<file path="src/rtl/apsk_llr_minsearch.sv">
// -----------------------------------------------------------------------------
// ApskLlrMinsearch : max-log LLR back end of the exhaustive APSK demapper.
//
// Sits directly downstream of the metric unit. Each accepted beat carries one
// squared-distance metric (Q8.10) and the bit label of the candidate point it
// belongs to. For every bit position the block keeps the smallest metric seen
// among candidates whose label has that bit at 0 and among those with it at 1.
// When the sweep ends it emits LLR[b] = min1[b] - min0[b], so a positive LLR
// favours bit 0. 16-, 32- and 64-APSK sweeps are supported.
//
// Ports
//   clk          clock
//   rst_n        synchronous active-low reset
//   mode_i       0=16APSK (4 bits), 1=32APSK (5 bits), 2/3=64APSK (6 bits);
//                sampled on the first beat of a sweep
//   metric_i     candidate metric, >= 0; 0x1FFFF means infinite
//   label_i      candidate bit label, aligned to metric_i
//   valid_i      metric_i/label_i/first_i/last_i qualified this cycle
//   first_i      first candidate of a symbol sweep
//   last_i       last candidate of a symbol sweep
//   llr_o        packed LLRs, bit b at [b*WL +: WL]; held until the next pulse
//   llr_valid_o  one-cycle pulse, one cycle after the last beat
//   cnt_err_o    pulses with llr_valid_o if the beat count != 2^nbits
//   busy_o       high while a sweep is being accumulated
// -----------------------------------------------------------------------------
module apsk_llr_minsearch #(
  parameter int WL      = 18,
  parameter int MAXBITS = 6
) (
  input  logic                  clk,
  input  logic                  rst_n,
  input  logic [1:0]            mode_i,
  input  logic [WL-1:0]         metric_i,
  input  logic [MAXBITS-1:0]    label_i,
  input  logic                  valid_i,
  input  logic                  first_i,
  input  logic                  last_i,
  output logic [MAXBITS*WL-1:0] llr_o,
  output logic                  llr_valid_o,
  output logic                  cnt_err_o,
  output logic                  busy_o
);

  typedef enum logic [1:0] {IDLE, ACC, OUT} state_e;

  localparam logic [WL-1:0] INF = {1'b0, {(WL-1){1'b1}}};

  state_e                     state_q, state_d;
  logic [1:0]                 mode_q, mode_d;
  logic [6:0]                 cnt_q, cnt_d;
  logic [MAXBITS-1:0][WL-1:0] min0_q, min0_d;
  logic [MAXBITS-1:0][WL-1:0] min1_q, min1_d;
  logic [MAXBITS*WL-1:0]      llr_q, llr_d;
  logic                       llrValid_q, llrValid_d;
  logic                       cntErr_q, cntErr_d;

  logic                       startBeat;
  logic                       contBeat;
  logic                       endSweep;
  logic [1:0]                 modeEff;
  int                         nbits;
  logic [MAXBITS-1:0]         bitMask;
  logic [6:0]                 expBeats;

  // A first beat starts (or restarts) a sweep from any state; a non-first beat
  // only counts while accumulating. The mode used for this beat is the freshly
  // presented one on a first beat so single-beat sweeps see the right width.
  always_comb begin
    startBeat = valid_i & first_i;
    contBeat  = valid_i & ~first_i & (state_q == ACC);
    endSweep  = (startBeat | contBeat) & last_i;
    modeEff   = startBeat ? mode_i : mode_q;
    unique case (modeEff)
      2'd0:    begin nbits = 4; expBeats = 7'd16; end
      2'd1:    begin nbits = 5; expBeats = 7'd32; end
      default: begin nbits = 6; expBeats = 7'd64; end
    endcase
    for (int b = 0; b < MAXBITS; b++) begin
      bitMask[b] = (b < nbits);
    end
  end

  // Next-state logic. A sweep ending always lands in OUT, including a
  // first&last beat arriving in any state; OUT otherwise lasts one cycle.
  always_comb begin
    state_d = state_q;
    if (endSweep) begin
      state_d = OUT;
    end else if (startBeat) begin
      state_d = ACC;
    end else if (state_q == OUT) begin
      state_d = IDLE;
    end
  end

  // Datapath: per-bit minimum tracking, beat counting and LLR formation. The
  // LLR is built from the next-state minima so the last beat is included.
  // A polarity never seen keeps INF, and INF - metric still fits in WL bits.
  always_comb begin
    min0_d = min0_q;
    min1_d = min1_q;
    mode_d = startBeat ? mode_i : mode_q;
    cnt_d  = cnt_q;
    if (startBeat) begin
      cnt_d = 7'd1;
    end else if (contBeat && (cnt_q != 7'd127)) begin
      cnt_d = cnt_q + 7'd1;
    end
    for (int b = 0; b < MAXBITS; b++) begin
      if (startBeat) begin
        min0_d[b] = (bitMask[b] && !label_i[b]) ? metric_i : INF;
        min1_d[b] = (bitMask[b] &&  label_i[b]) ? metric_i : INF;
      end else if (contBeat && bitMask[b]) begin
        if (label_i[b]) begin
          if (metric_i < min1_q[b]) min1_d[b] = metric_i;
        end else begin
          if (metric_i < min0_q[b]) min0_d[b] = metric_i;
        end
      end
    end
    llr_d = llr_q;
    if (endSweep) begin
      for (int b = 0; b < MAXBITS; b++) begin
        llr_d[b*WL +: WL] = bitMask[b] ? (min1_d[b] - min0_d[b]) : '0;
      end
    end
    llrValid_d = endSweep;
    cntErr_d   = endSweep && (cnt_d != expBeats);
  end

  // State and datapath registers; reset discards any sweep in progress.
  always_ff @(posedge clk) begin
    if (!rst_n) begin
      state_q    <= IDLE;
      mode_q     <= 2'd0;
      cnt_q      <= 7'd0;
      min0_q     <= {MAXBITS{INF}};
      min1_q     <= {MAXBITS{INF}};
      llr_q      <= '0;
      llrValid_q <= 1'b0;
      cntErr_q   <= 1'b0;
    end else begin
      state_q    <= state_d;
      mode_q     <= mode_d;
      cnt_q      <= cnt_d;
      min0_q     <= min0_d;
      min1_q     <= min1_d;
      llr_q      <= llr_d;
      llrValid_q <= llrValid_d;
      cntErr_q   <= cntErr_d;
    end
  end

  assign llr_o       = llr_q;
  assign llr_valid_o = llrValid_q;
  assign cnt_err_o   = cntErr_q;
  assign busy_o      = (state_q == ACC);

endmodule

</file>
<file path="config.mk">
export PLATFORM = sky130hd
export DESIGN_NAME = apsk_llr_minsearch
export DESIGN_NICKNAME = d
export VERILOG_FILES = /design/src/rtl/apsk_llr_minsearch.sv
export SDC_FILE = /design/constraint.sdc
export NUM_CORES = 1
export LEC_CHECK = 0
export ABC_AREA = 1
export BUFFER_PORTS_ARGS = -buffer_cell sky130_fd_sc_hd__buf_4
export CORE_MARGIN = 2
export CORE_UTILIZATION = 55
export CTS_BUF_LIST = sky130_fd_sc_hd__clkbuf_2 sky130_fd_sc_hd__clkbuf_4 sky130_fd_sc_hd__clkbuf_8
export DETAILED_ROUTE_END_ITERATION = 6
export MAX_ROUTING_LAYER = met4
export PLACE_DENSITY_LB_ADDON = 0.25
export SLEW_MARGIN = 20
export SYNTH_ARGS = -nofsm -noshare
export SYNTH_HDL_FRONTEND = slang
export SYNTH_SLANG_ARGS = --single-unit
</file>
<file path="constraint.sdc">
create_clock -name clk -period 4.45 [get_ports clk]
set_input_delay 0.445 -clock clk [delete_from_list [all_inputs] [get_ports clk]]
set_output_delay 0.445 -clock clk [all_outputs]
set_load 0.1 [all_outputs]
</file>
After elaboration in Yosys (flattened, before gate mapping)
Cells that the tools add are included.
Storage, ports and cells
  input port bits: 31
  output and inout port bits: 111
  register bits after elaboration: 337
  word-level logic and storage cells: 160
Operators by class
  magnitude comparators: 18
  bitwise operators: 7
  eq/ne operators: 5
  multiplexer cells: 74
  add/subtract/negate cells: 7
  reductions and logical operators: 30
Operator list (number)
  18-bit 2-to-1 mux: 66
  18-bit < comparator: 12
  18-bit subtractor: 6
  3-bit by 32-bit < comparator with 1-bit output (first input constant): 2
  4-bit by 32-bit < comparator with 1-bit output (first input constant): 2
  1-bit by 32-bit < comparator with 1-bit output (first input constant): 1
  2-bit by 32-bit < comparator with 1-bit output (first input constant): 1
  1-bit logical AND: 20
  7-bit 2-to-1 mux: 2
  7-bit one-hot mux with 2 select lines: 1
  2-bit 2-to-1 mux: 4
  7-bit by 1-bit adder with 7-bit output (second input constant): 1
  7-bit != test: 1
  7-bit != test (second input constant): 1
  1-bit logical NOT: 6
  1-bit AND: 4
  2-bit by 1-bit == test with 1-bit output (second input constant): 2
  2-bit one-hot mux with 2 select lines: 1
  3-bit nonzero test: 1
  2-bit == test (second input constant): 1
  2-bit logical NOT: 1
  1-bit NOT: 2
  2-bit nonzero test: 1
  2-bit OR reduction: 1
  1-bit OR: 1

Logic depth before layout (Yosys ltp)
  word-level depth: 10
  mapped depth: 36

Worst setup path before layout
Ideal clock, no wire load.
  path kind: input to register
  start point: input metric_i[5]
  end point: register llr_q[14] (netlist: llr_o[14])
  data required time: 4.376 ns
  setup slack: 0.691 ns
  path buffers: 1
  data arrival time: 3.685 ns
  cell stages on the path: 29
  cells stage by stage: ha_1 nand2_1 inv_1 a21oi_1 nand2_1 nand2_1 nand2_1 nand2_1 nand2_1 nand2_1 nand2_2 buf_2 nand2_1 nand3_1 o21ai_0 ha_1 inv_1 fa_1 nand3_1 nand2_1 a31oi_1 o21ai_0 a21boi_0 o21ai_0 nand2_1 nand2_1 nand2_1 nand2_1 o21ai_0
On the way
  cells in the longest elaborated chain, start to end: 7
RTL lines
  from (decl): line 33  | input logic [WL-1:0] metric_i,
  18-bit < comparator, on equally long branches: line 115, 117
  18-bit 2-to-1 mux, on equally long branches: line 115, 117
  18-bit 2-to-1 mux: line 114  | if (label_i[b]) begin
  18-bit 2-to-1 mux: line 113  | end else if (contBeat && bitMask[b]) begin
  18-bit 2-to-1 mux: line 110  | if (startBeat) begin
  18-bit subtractor (*): line 124  | llr_d[b*WL +: WL] = bitMask[b] ? (min1_d[b] - min0_d[b]) : '0;
  18-bit 2-to-1 mux (*): line 124
  to (signal assigned): line 148  | llr_q <= llr_d;
  to (decl): line 53  | logic [MAXBITS*WL-1:0] llr_q, llr_d;
Mark *: on every way between the ends. The rest lies on a longest branch, timed or not.
A chain may end at the register's enable or synchronous reset.

Final worst setup path
  start point: register min0_q[77] (netlist name)
  end point: register llr_q[89] (netlist: llr_o[89])
On the way
  cells in the longest elaborated chain, start to end: 7
RTL lines
  from (decl): line 51  | logic [MAXBITS-1:0][WL-1:0] min0_q, min0_d;
  from (signal assigned): line 137  | min0_q <= {MAXBITS{INF}};
  from (signal assigned): line 146  | min0_q <= min0_d;
  18-bit < comparator: line 117  | if (metric_i < min0_q[b]) min0_d[b] = metric_i;
  18-bit 2-to-1 mux: line 117
  18-bit 2-to-1 mux: line 114
  18-bit 2-to-1 mux (*): line 113
  18-bit 2-to-1 mux (*): line 110
  18-bit subtractor (*): line 124
  18-bit 2-to-1 mux (*): line 124
Marked as above.

==> out/metrics.csv <==
stage;metric;value;unit
power;Reg power frac;33.6;%
logic_synthesis;Seq/Total Area, Yosys;27.9;%
setup_path;Reg-to-Reg Start;min0_q[77];
logic_synthesis;Cell Area, Synth;24200;µm²
setup_path;Setup CP Type;reg2reg;
detailed_routing;vias per cell;5.91;
sta;Worst Skew;50.2;ps
run_status;outcome;finished, final reports clean;
logic_synthesis;post-synth cell types;57;
detailed_routing;antenna-violating nets left;0;
setup_path;Worst Reg-to-Reg Cells;24;
logic_synthesis;Ys Warns;0;
cts;clk root buf;clkbuf_8;
cts;post_cts resized;0;
die;Core ar.;43300;µm²
logic_synthesis;dominant cell type by area after synthesis;dfxtp_1;
global_route;vias in the first global route;24100;
worst_hold_path;Hold Crit Depth;3;
finish;most frequent cells in the layout;860 x nand2_1, 419 x inv_1, 337 x dfxtp_1;
sta;Final Hold Slack;59.9;ps
finish;fin area;28100;µm²
detailed_routing;DR WL/cell;20.4;µm
cts;CTS tree;yes;
sta;fin crit period;4070;ps
sta;FMAX;0.246;GHz
setup_path;R2R setup slack;380;ps
detailed_routing;violation count after the first detailed-route iteration;2596;
finish;most common cell after layout, fill and taps aside;nand2_1;
cts;maximum root-to-sink buffer count;3;
global_route;antenna violations before repair;4;
logic_synthesis;Syn Nets;3828;
placed_design;Post-DP HPWL;62.7;mm
logic_synthesis;Mapped Avg Cell Area;6.95;µm²
die;Rows;76;
run;Max-Cap Viols;0;
finish;P&R area growth vs syn;15.9;%
power;maximum vdd ir drop;0.347;mV
setup_path;Worst Path Arrival;4650;ps
die;die width;214;µm
sta;Tightest Pin Transition;1080;ps
sta;Final Hold Violating Endpoints;0;
detailed_routing;total number of vias;25600;
finish;fin cells;4342;
logic_synthesis;asr flop ratio synth;0;%
placed_design;Placed Cells incl. Taps;4223;
logic_synthesis;post-synthesis cell count;3484;
setup_path;Crit. End Element;register;
power;net switching power;3.50;mW
detailed_routing;drt first pass iters;6;
worst_hold_path;hold crit path type;in2reg;
power;switch share;36.5;%
worst_hold_path;hold endpoint;mode_q[0];
cts;H-Tree Depth;3;
power;Clk pwr share;36.5;%
setup_path;Req. time, crit path;5030;ps
global_route;GRT Total Usage;39.6;%
placed_design;PortBufs;141;
detailed_routing;final wirelength;88.6;mm
power;Pint;6.09;mW
worst_hold_path;hold_sp;mode_i[0];
global_route;global route overflow;0;
cts;CTS clk-pin slew, worst paths;70;ps
sta;Final Max Slew Viols;0;
cts;Worst-Skew Late Latency;670;ps
power;Overall Power;9.58;mW
global_route;first-pass GRT wire length;134;mm
logic_synthesis;Yosys top cell area share;27.9;%
die;die area;45700;µm²
logic_synthesis;Yosys reg bits;337;
die;Die Y;214;µm
power;Leak;14.9;nW
sta;# setup viols final;0;
logic_synthesis;Main synth FF type;dfxtp_1;
sta;Final period util;91.4;%
finish;layout cells sized above 1;13.6;%
cts;CTS buffer count;66;
placed_design;DP Area;26600;µm²
sta;slew margin rel.;27.7;%
logic_synthesis;EDFF count, synth;0;
die;count of boundary I/O pins;142;
detailed_routing;DRC;0;
logic_synthesis;Area contributors post-synth;dfxtp_1 28%, ha_1 16%, nand2_1 13%;
sta;setup repair after global routing missed its margin;no;
power;Pwr Density;341;nW/µm²
placed_design;Final Wtd Congestion;1.00;
cts;CTS sink count;337;
cts;number of post-CTS setup repair buffers;0;
setup_path;startpoint types;register;
setup_path;RR Endpoint;llr_o[89];
global_route;largest net degree at the start of global routing;79;
finish;final-stage net count;4050;
die;Initial Utilization;56.0;%
setup_path;CP Max Fanout;20;
cts;Post-CTS Hold Fix Bufs;0;
power;Combinational Power Share;29.9;%
## Yosys cell counts (all sizes together), types with 2 or more instances
| cell | count |
|---|---|
| o21bai | 4 |
| a22o | 29 |
| inv | 432 |
| o31a | 12 |
| a21boi | 4 |
| nor2 | 197 |
| a21o | 8 |
| ha | 307 |
| a32o | 3 |
| or2 | 107 |
| o21a | 18 |
| nand2 | 878 |
| o22ai | 36 |
| a22oi | 86 |
| o2111a | 2 |
| nand3b | 2 |
| buf | 55 |
| o311ai | 6 |
| dfxtp | 337 |
| nor4 | 6 |
| fa | 6 |
| clkbuf | 88 |
| nor3 | 44 |
| xor2 | 35 |
| o31ai | 11 |
| nand4 | 11 |
| a21oi | 285 |
| a31oi | 9 |
| o21ai | 322 |
| a211oi | 3 |
| xnor2 | 15 |
| o2111ai | 3 |
| nand3 | 89 |
| clkinv | 3 |
| o211ai | 27 |
## power by group through the flow
stage / Sequential (mW) / Clock, mW / Combinational, mW
after floorplan: 3.76 / 0 / 1.42
after CTS: 3.22 / 3.54 / 2.80
after global routing: 3.23 / 3.67 / 3.09
after detailed placement: 3.28 / 0 / 2.78
final: 3.22 / 3.50 / 2.86
after global placement: 3.28 / 0 / 2.73
## worst max-delay path: stages (launching register included)
cell      delay (ps)
dfxtp_1          320
inv_1             50
ha_1             290
a21o_1           180
nor2_1            90
nand2_1           80
nand2_1           70
nand2_1           60
nand2_1           60
nand2_1           50
nand2_1          170
nand2_2          110
buf_12           170
o21ai_0          170
o21ai_0          250
ha_1             400
inv_1             60
nor3_1           250
nand2_1          120
o311ai_0         500
buf_4            210
inv_1             30
nand3_1           70
nand3_1          110
nand2_1          100
## final cells by class
type / instances / area, µm²
Clock inverter: 5 / 55.1
Timing Repair Buffer: 297 / 2330
Fill cell: 3917 / 15200
Antenna cell: 4 / 10.0
Sequential cell: 337 / 6750
Tap cell: 585 / 732
Inverter: 435 / 1630
Multi-Input combinational cell: 2569 / 15200
Clock buffer: 110 / 1410
## per-stage QoR
stage / utilization [%] / TNS, ps / worst slack (ps)
after floorplan: - / 0 / 691
after global placement: 61.5 / 0 / 149
after detailed placement: 61.5 / -88.4 / -56.7
after CTS: 64.8 / 0 / 393
after global routing: 64.9 / 0 / 8.91
final: 64.9 / 0 / 384
## logic make-up (layout without fill, tap and decap cells)
kind of cell / after synthesis / after routing / synth area share [%]
buffers and inverters: 578 / 847 / 9.67
xor gates and xnor gates: 50 / 50 / 1.81
and+or+nand+nor: 1335 / 1335 / 23.3
adders and majority gates: 313 / 313 / 16.4
DFF: 337 / 337 / 27.9
other: 0 / 4 / 0
AOI/OAI and AO/OA: 871 / 871 / 21.1
## sequential cells by signal, indices dropped and copies added, names as in the netlist
name	cells
min1_q	108
cnt_q	7
mode_q	2
cnt_err_o	1
llr_o	108
state_q	2
llr_valid_o	1
min0_q	108
## how the worst max path moves through the flow
stage | startpoint | end | slack (ps) | cells past startpoint
2_1_floorplan | metric_i[5] | llr_o[14] | 690 | 29
3_3_place_gp | metric_i[7] | llr_o[32] | 150 | 26
3_5_place_dp | metric_i[5] | llr_o[69] | -60 | 28
4_1_cts | min1_q[23] | llr_o[32] | 390 | 29
5_1_grt | min1_q[23] | llr_o[32] | 9 | 29
6_report | min0_q[77] | llr_o[89] | 380 | 24
## metal layers
metal,global-route usage [%],part of all wire [%],wire length (µm),vias up
met3,9.80,12,10400,351
li1,-,-,-,12100
met4,24.1,6.4,5690,0
met1,48.9,40,35400,11900
met5,-,0,0,-
met2,58.3,42,37100,1297
No activity file was read; power rests on OpenSTA's default activity.
